$ cat config.mk
export PLATFORM = sky130hd
export DESIGN_NAME = spi_weight_loader
export DESIGN_NICKNAME = d
export VERILOG_FILES = /design/src/rtl/spi_weight_loader_pkg.sv /design/src/rtl/spi_weight_loader_shift_engine.sv /design/src/rtl/spi_weight_loader.sv
export SDC_FILE = /design/constraint.sdc
export NUM_CORES = 1
export LEC_CHECK = 0
export CAP_MARGIN = 30
export CORE_ASPECT_RATIO = 0.7
export CORE_MARGIN = 3
export CORE_UTILIZATION = 57
export DETAILED_ROUTE_END_ITERATION = 8
export GPL_TIMING_DRIVEN = 0
export PLACE_DENSITY = 0.87
export SKIP_LAST_GASP = 1
export SLEW_MARGIN = 20
export SYNTH_ARGS = -nofsm -noshare
export SYNTH_HDL_FRONTEND = slang
export SYNTH_HIERARCHICAL = 1
export SYNTH_SLANG_ARGS = --single-unit
$ cat constraint.sdc
create_clock -name i_wb_clk -period 4.1 [get_ports i_wb_clk]
set_input_delay 0.41 -clock i_wb_clk [delete_from_list [all_inputs] [get_ports i_wb_clk]]
set_output_delay 0.41 -clock i_wb_clk [all_outputs]
set_load 0.01 [all_outputs]
$ cat src/rtl/spi_weight_loader_pkg.sv
// spi_weight_loader_pkg: shared FSM states, SPI read opcode, word-phase encoding and header byte select
package spi_weight_loader_pkg;

    typedef enum logic [2:0] {
        S_IDLE,
        S_CLR,
        S_CMD,
        S_ADDR,
        S_DATA,
        S_DONE,
        S_GAP
    } state_e;

    localparam logic [7:0] SPI_READ_CMD = 8'h03;

    localparam logic PHASE_HI = 1'b0;
    localparam logic PHASE_LO = 1'b1;

    // Next byte to put on MOSI; cnt is the number of header bits still to go in the current state.
    function automatic logic [7:0] hdr_byte(input state_e s, input logic [23:0] adr,
                                            input logic [31:0] cnt, input logic [7:0] cmd);
        return s == S_CLR ? cmd :
               s == S_CMD ? adr[23:16] :
               s == S_ADDR && cnt > 32'd16 ? adr[15:8] :
               s == S_ADDR && cnt > 32'd8 ? adr[7:0] : 8'h00;
    endfunction

endpackage

$ cat src/rtl/spi_weight_loader_shift_engine.sv
// spi_weight_loader_shift_engine: SCK divider plus 8-bit SPI shifter, mode 0, MSB first
// Ports: clk_i/rst_ni clock and async active-low reset; go_i runs SCK (low and reset while 0);
//        load_i/tx_byte_i load the transmit byte; bit_done_o pulses on each SCK fall;
//        rx_byte_o holds the sampled byte, byte_done_o pulses the cycle after its 8th sample;
//        sck_o/mosi_o/miso_i are the SPI pins.
module spi_weight_loader_shift_engine #(
    parameter int CLK_DIV = 2
) (
    input  logic       clk_i,
    input  logic       rst_ni,
    input  logic       go_i,
    input  logic       load_i,
    input  logic [7:0] tx_byte_i,
    input  logic       miso_i,
    output logic       bit_done_o,
    output logic       byte_done_o,
    output logic [7:0] rx_byte_o,
    output logic       sck_o,
    output logic       mosi_o
);
    localparam int DW = CLK_DIV > 1 ? $clog2(CLK_DIV) : 1;
    localparam logic [DW-1:0] DIV_MAX = DW'(CLK_DIV - 1);

    logic [DW-1:0] div_q, div_d;
    logic [2:0]    bits_q, bits_d;
    logic [7:0]    tx_q, tx_d, rx_q, rx_d;
    logic          sck_q, sck_d, done_q, done_d;
    logic          tick, rise, fall;

    assign tick = go_i && div_q == '0;
    assign rise = tick && !sck_q;
    assign fall = tick && sck_q;

    always_comb begin
        div_d  = go_i && !tick ? div_q - DW'(1) : DIV_MAX;
        sck_d  = go_i && (sck_q ^ tick);
        bits_d = go_i ? bits_q + 3'(fall) : 3'd0;
        rx_d   = rise ? {rx_q[6:0], miso_i} : rx_q;
        // at a byte boundary the falling edge reloads, so the next MSB appears without a gap
        tx_d   = load_i || (fall && bits_q == 3'd7) ? tx_byte_i :
                 fall ? {tx_q[6:0], 1'b0} : tx_q;
        done_d = rise && bits_q == 3'd7;
    end

    always_ff @(posedge clk_i or negedge rst_ni) begin
        if (!rst_ni) begin
            div_q  <= DIV_MAX;
            bits_q <= 3'd0;
            tx_q   <= 8'h00;
            rx_q   <= 8'h00;
            sck_q  <= 1'b0;
            done_q <= 1'b0;
        end else begin
            div_q  <= div_d;
            bits_q <= bits_d;
            tx_q   <= tx_d;
            rx_q   <= rx_d;
            sck_q  <= sck_d;
            done_q <= done_d;
        end
    end

    assign bit_done_o  = fall;
    assign byte_done_o = done_q;
    assign rx_byte_o   = rx_q;
    assign sck_o       = sck_q;
    assign mosi_o      = tx_q[7];

endmodule

$ cat src/rtl/spi_weight_loader.sv
// spi_weight_loader: SPI-flash read master streaming bytes into 16-bit SNN weight words
// Ports: i_wb_clk/i_wb_rst_n clock and async active-low reset; i_start request level with
//        i_adr/i_siz (bits) sampled at job start; o_dat/o_load1/o_load2/o_snn_we deliver byte pairs;
//        o_clr/o_set0 mark job start/end; o_busy spans the job; o_sck/o_cs_n/o_mosi/i_miso flash pins.
module spi_weight_loader
    import spi_weight_loader_pkg::*;
#(
    parameter int         CLK_DIV  = 2,
    parameter logic [7:0] READ_CMD = SPI_READ_CMD,
    parameter int         CS_GAP   = 2
) (
    input  logic        i_wb_clk,
    input  logic        i_wb_rst_n,
    input  logic        i_start,
    input  logic [23:0] i_adr,
    input  logic [31:0] i_siz,
    output logic [7:0]  o_dat,
    output logic        o_load1,
    output logic        o_load2,
    output logic        o_snn_we,
    output logic        o_clr,
    output logic        o_set0,
    output logic        o_busy,
    output logic        o_sck,
    output logic        o_cs_n,
    output logic        o_mosi,
    input  logic        i_miso
);
    localparam logic [7:0] GAP_INIT = 8'(CS_GAP - 1);

    state_e      state_q, state_d;
    logic        start_q;
    logic [23:0] adr_q, adr_d;
    logic [31:0] siz_q, siz_d, cnt_q, cnt_d;
    logic [7:0]  dat_q, dat_d, gap_q, gap_d;
    logic        phase_q, phase_d, fin_q, fin_d;
    logic        load1_q, load1_d, load2_q, load2_d, we_q;
    logic        shifting, go, bit_done, byte_done, eng_mosi;
    logic [7:0]  rx_byte;

    assign shifting = state_q == S_CMD || state_q == S_ADDR || state_q == S_DATA;
    // stop SCK once the last data bit has been clocked so no extra pulse precedes DONE
    assign go = shifting && !(state_q == S_DATA && cnt_q == 32'd0);

    spi_weight_loader_shift_engine #(.CLK_DIV(CLK_DIV)) u_eng (
        .clk_i      (i_wb_clk),
        .rst_ni     (i_wb_rst_n),
        .go_i       (go),
        .load_i     (state_q == S_CLR),
        .tx_byte_i  (hdr_byte(state_q, adr_q, cnt_q, READ_CMD)),
        .miso_i     (i_miso),
        .bit_done_o (bit_done),
        .byte_done_o(byte_done),
        .rx_byte_o  (rx_byte),
        .sck_o      (o_sck),
        .mosi_o     (eng_mosi)
    );

    always_comb begin
        state_d = state_q;
        adr_d   = adr_q;
        siz_d   = siz_q;
        cnt_d   = cnt_q;
        dat_d   = dat_q;
        gap_d   = gap_q;
        phase_d = phase_q;
        fin_d   = fin_q;
        load1_d = 1'b0;
        load2_d = 1'b0;
        unique case (state_q)
            S_IDLE: state_d = i_start && !start_q ? S_CLR : S_IDLE;
            S_CLR: begin
                adr_d   = i_adr;
                siz_d   = i_siz;
                cnt_d   = 32'd8;
                phase_d = PHASE_HI;
                fin_d   = 1'b0;
                state_d = i_siz == 32'd0 ? S_DONE : S_CMD;
            end
            S_CMD: if (bit_done) begin
                cnt_d   = cnt_q == 32'd1 ? 32'd24 : cnt_q - 32'd1;
                state_d = cnt_q == 32'd1 ? S_ADDR : S_CMD;
            end
            S_ADDR: if (bit_done) begin
                cnt_d   = cnt_q == 32'd1 ? siz_q : cnt_q - 32'd1;
                state_d = cnt_q == 32'd1 ? S_DATA : S_ADDR;
            end
            S_DATA: begin
                cnt_d = bit_done ? cnt_q - 32'd1 : cnt_q;
                if (byte_done) begin
                    dat_d   = rx_byte;
                    load1_d = phase_q == PHASE_HI;
                    load2_d = phase_q == PHASE_LO;
                    phase_d = ~phase_q;
                    // the byte's final bit is not yet counted, so one bit left means last byte
                    fin_d   = cnt_q == 32'd1;
                end
                // leave after the last strobe: lone load1, or the write that follows load2
                state_d = fin_q && (load1_q || we_q) ? S_DONE : S_DATA;
            end
            S_DONE: begin
                gap_d   = GAP_INIT;
                state_d = S_GAP;
            end
            S_GAP: begin
                gap_d   = gap_q - 8'd1;
                state_d = gap_q == 8'd0 ? S_IDLE : S_GAP;
            end
            default: state_d = S_IDLE;
        endcase
    end

    always_ff @(posedge i_wb_clk or negedge i_wb_rst_n) begin
        if (!i_wb_rst_n) begin
            state_q <= S_IDLE;
            start_q <= 1'b0;
            adr_q   <= 24'h0;
            siz_q   <= 32'h0;
            cnt_q   <= 32'h0;
            dat_q   <= 8'h00;
            gap_q   <= 8'h00;
            phase_q <= PHASE_HI;
            fin_q   <= 1'b0;
            load1_q <= 1'b0;
            load2_q <= 1'b0;
            we_q    <= 1'b0;
        end else begin
            state_q <= state_d;
            start_q <= i_start;
            adr_q   <= adr_d;
            siz_q   <= siz_d;
            cnt_q   <= cnt_d;
            dat_q   <= dat_d;
            gap_q   <= gap_d;
            phase_q <= phase_d;
            fin_q   <= fin_d;
            load1_q <= load1_d;
            load2_q <= load2_d;
            we_q    <= load2_q;
        end
    end

    assign o_dat    = dat_q;
    assign o_load1  = load1_q;
    assign o_load2  = load2_q;
    assign o_snn_we = we_q;
    assign o_clr    = state_q == S_CLR;
    assign o_set0   = state_q == S_DONE;
    assign o_busy   = state_q != S_IDLE && state_q != S_GAP;
    assign o_cs_n   = !shifting;
    assign o_mosi   = shifting && eng_mosi;

endmodule
==> impl_metrics.csv <==
group,metric,value,unit
logic_synthesis,synth_edf_count,0,
grt,grt_pass1_wl,33810,microns
power_and_ir_drop,p_leak,3.821,nW
place,hpwlAfterDp,15060,microns
cells_and_area,area_growth_syn_to_layout,23.38,%
drt,firstDrtPassIters,6,
worst_setup_path,critPathRequiredTime,4430,ps
cells_and_area,final_util,0.7276,
hold_path,hp-class,"reg2reg",
place,gp_congestion,0.9291,
logic_synthesis,yosysMostFrequentCell,"nand2_1",
cts,cts_tree,"done",
logic_synthesis,netlist_instances,759,
logic_synthesis,synth_compound_area_frac,0.1533,
place,io_buffers,76,
logic_synthesis,synth_mux_area_frac,0.02722,
cells_and_area,final_cells,1029,
logic_synthesis,synth_top_cell_by_area,"dfrtp_1",
power_and_ir_drop,total_power,6.467,mW
logic_synthesis,synth-xor-area-share,0.006267,
drt,drtIter0Drc,665,
flow_run,drv_cap,0,
logic_synthesis,synthSimpleGateAreaFrac,0.2654,
logic_synthesis,synth-seq-cells,135,
timing,rsz0062_at_grt,"no",
place,preCtsSetupSlack,-445.6,ps
die,row_count,33,
logic_synthesis,syn_area_per_cell,9.207,sq um
grt,grt_antenna_before_repair,0,
die,core-area,11850,sq um
logic_synthesis,syn_nets,827,
cts,cts.clk_slew.worst_paths,60,ps
drt,via_per_inst,6.414,
timing,fmax,0.2554,GHz
cts,ctsLongestPathBuffers,2,
logic_synthesis,synth_fa_ha_area_frac,0.01432,
timing,worstMarginPinSlew,912.7,ps
worst_setup_path,slowest_stage,"or4_4",
drt,drc,0,
drt,routedWlPerCell,20.47,microns
die,io_pins,77,
timing,period_minus_slack,3916,ps
timing,setup_viol,0,
timing,skew,14.48,ps
timing,timing.hold.ws,392.2,ps
worst_setup_path,cp-start-kind,"flop",
cts,numClockSinks,135,
worst_setup_path,critical_path_buf_inv_count,4,
die,fp.dieArea,13650,sq um
cts,root_buffer,"clkbuf_16",
logic_synthesis,synth_area_leaders,"dfrtp_1 48%, nand2_1 11%, nand3_1 3.0%",
drt,wl,21060,microns
logic_synthesis,synth_top_cell_area_share,0.4799,
drt,via_count,6600,
logic_synthesis,synth_warnings,6,
grt,grt_max_degree,90,
grt,grt_use_total,0.3126,
cells_and_area,drive_above_1_share,0.1135,
worst_setup_path,critical-path-max-stage-delay,520,ps
worst_setup_path,end_kind,"flop",
power_and_ir_drop,cellPowerDensity,750.1,nW/um^2
drt,ant_nets,0,
timing,final-max-slew-violation-count,0,
run_status,status,"complete, no violations",
timing,fin_ws,184.4,ps
logic_synthesis,ys.flop_type,"dfrtp_1",
logic_synthesis,synth_area,6988,sq um
timing,max-slew-margin-rel,0.3865,
worst_setup_path,crit_path_cell_trace,"or4_1 -> clkbuf_1 -> or4_4 -> buf_6 -> buf_6 -> nor3_1 -> o21ai_1 -> nor2b_1 -> ha_2 -> o21a_1 -> nor2_4 -> clkbuf_4 -> a31oi_1 -> o211ai_1",
logic_synthesis,async_flop_share,1.000,
cts,cts_max_level,4,
die,fp.dieH,98.64,microns
timing,fin_crit_sh,0.9550,
grt,grt_overflow,0,
worst_setup_path,crit_fanout,10,
cells_and_area,antennaDiodeCount,0,
worst_setup_path,cp_top_family,"simple AND/OR/NAND/NOR gates",
cells_and_area,final_area,8622,sq um
worst_setup_path,arrival,4250,ps
die,die_width,138.3,microns
timing,hold_viol_final,0,
place,placed_area,7984,sq um
grt,grt_pass1_vias,6389,
cts,insertion_delay,430,ps
die,start_util,0.5897,
logic_synthesis,yosysUniqueCellTypes,70,
cts,cts_buffers,17,
logic_synthesis,ys_top_cells_by_count,"201 x nand2_1, 134 x dfrtp_1, 42 x nand3_1",
logic_synthesis,synth_top_family_by_area,"simple AND/OR/NAND/NOR gates",
cells_and_area,fin_nets,927,
timing,fin_setup_tns,0,ps
power_and_ir_drop,worst_ir_drop_vdd,0.0003897,V
place,dpl.cell_count,993,
logic_synthesis,ys_seq_area_frac,0.4836,
worst_setup_path,criticalPathCategory,"reg2reg",
worst_setup_path,critical_path.most_common_cell,"buf_6",
## layout make-up
| type | count | area, sq um |
|---|---|---|
| fill | 815 | 3228 |
| clock inverter | 14 | 146.4 |
| inverter | 25 | 93.84 |
| tap | 157 | 196.4 |
| multi-input combinational | 552 | 3279 |
| buffer | 47 | 264.0 |
| sequential | 135 | 3379 |
| timing repair buffer | 81 | 823.3 |
| clock buffer | 18 | 439.2 |
## cell usage in the layout, fill, tap and decap left out, drive strengths merged, types with 4 or more instances in the layout
master / count
clkdlybuf4s50: 75
o22ai: 9
nand2b: 4
a221o: 8
nor4: 21
o211ai: 19
mux2: 16
nor3: 15
ha: 8
nand2: 201
a2bb2oi: 6
dfrtp: 134
buf: 20
a211oi: 9
a22oi: 21
and2: 8
o21ai: 30
o31ai: 8
or4: 16
and3: 4
or3: 12
a31oi: 7
nor2b: 7
nor2: 18
clkinv: 4
inv: 34
clkbuf: 49
nand3: 42
nand4: 13
a21oi: 5
o41ai: 4
## registers in the layout, indices dropped and copies added (netlist names), 3 cells and up
register,flops
cnt_q,32
gap_q,8
u_eng/tx_q,8
o_dat,8
siz_q,32
u_eng/bits_q,3
u_eng/rx_byte_o,8
adr_q,24
state_q,3
## routing by layer
metal	GRT usage	up-vias	wire [microns]	part of all wire
met5	0	-	0	0
met4	0.1185	0	543	0.026
met3	0.09893	61	2476	0.12
met2	0.4501	392	8803	0.42
met1	0.4459	3202	9238	0.44
li1	-	2945	-	-
## worst register-to-register path: cells and delay by family, from the launching register on
family	cells	cell delay, ps
adders and majority gates	1	260
buffers and inverters	4	820
AOI/OAI and AO/OA	4	650
DFF	1	420
and+or+nand+nor	5	1680
## repair_timing
| item | 4_1_cts | 5_1_grt |
|---|---|---|
| hold buffers | 1 | 0 |
| buffers inserted | 0 | 2 |
| pin swaps | 0 | 1 |
| gates resized for setup | 8 | 5 |
| setup endpoints to repair | 26 | 29 |
| endpoints found under the hold margin | 46 | 0 |
## path summary, 6_finish.rpt
kind	cells after the start	end	slack, ps	start
max	14	cnt_q[18]	180	cnt_q[19]
max in group asynchronous	3	u_eng/div_q	2830	i_wb_rst_n
min reg2reg	0	o_snn_we	390	o_load2
min in group asynchronous	2	cnt_q[19]	490	i_wb_rst_n
min	0	o_snn_we	390	o_load2
max reg2reg	14	cnt_q[18]	180	cnt_q[19]
## logic make-up after synthesis
logic type	after synthesis
buffers and inverters	72
adder cells (fa/ha/maj)	8
AO/OA/AOI/OAI	147
flip-flops	135
multiplexers	17
AND/OR/NAND/NOR	375
XOR/XNOR	5
## power breakdown
group	switching [mW]	internal (mW)
Combinational	1.67	1.02
Clock	0.681	0.828
Sequential	0.445	1.82
Power figures use the tool's default switching activity.
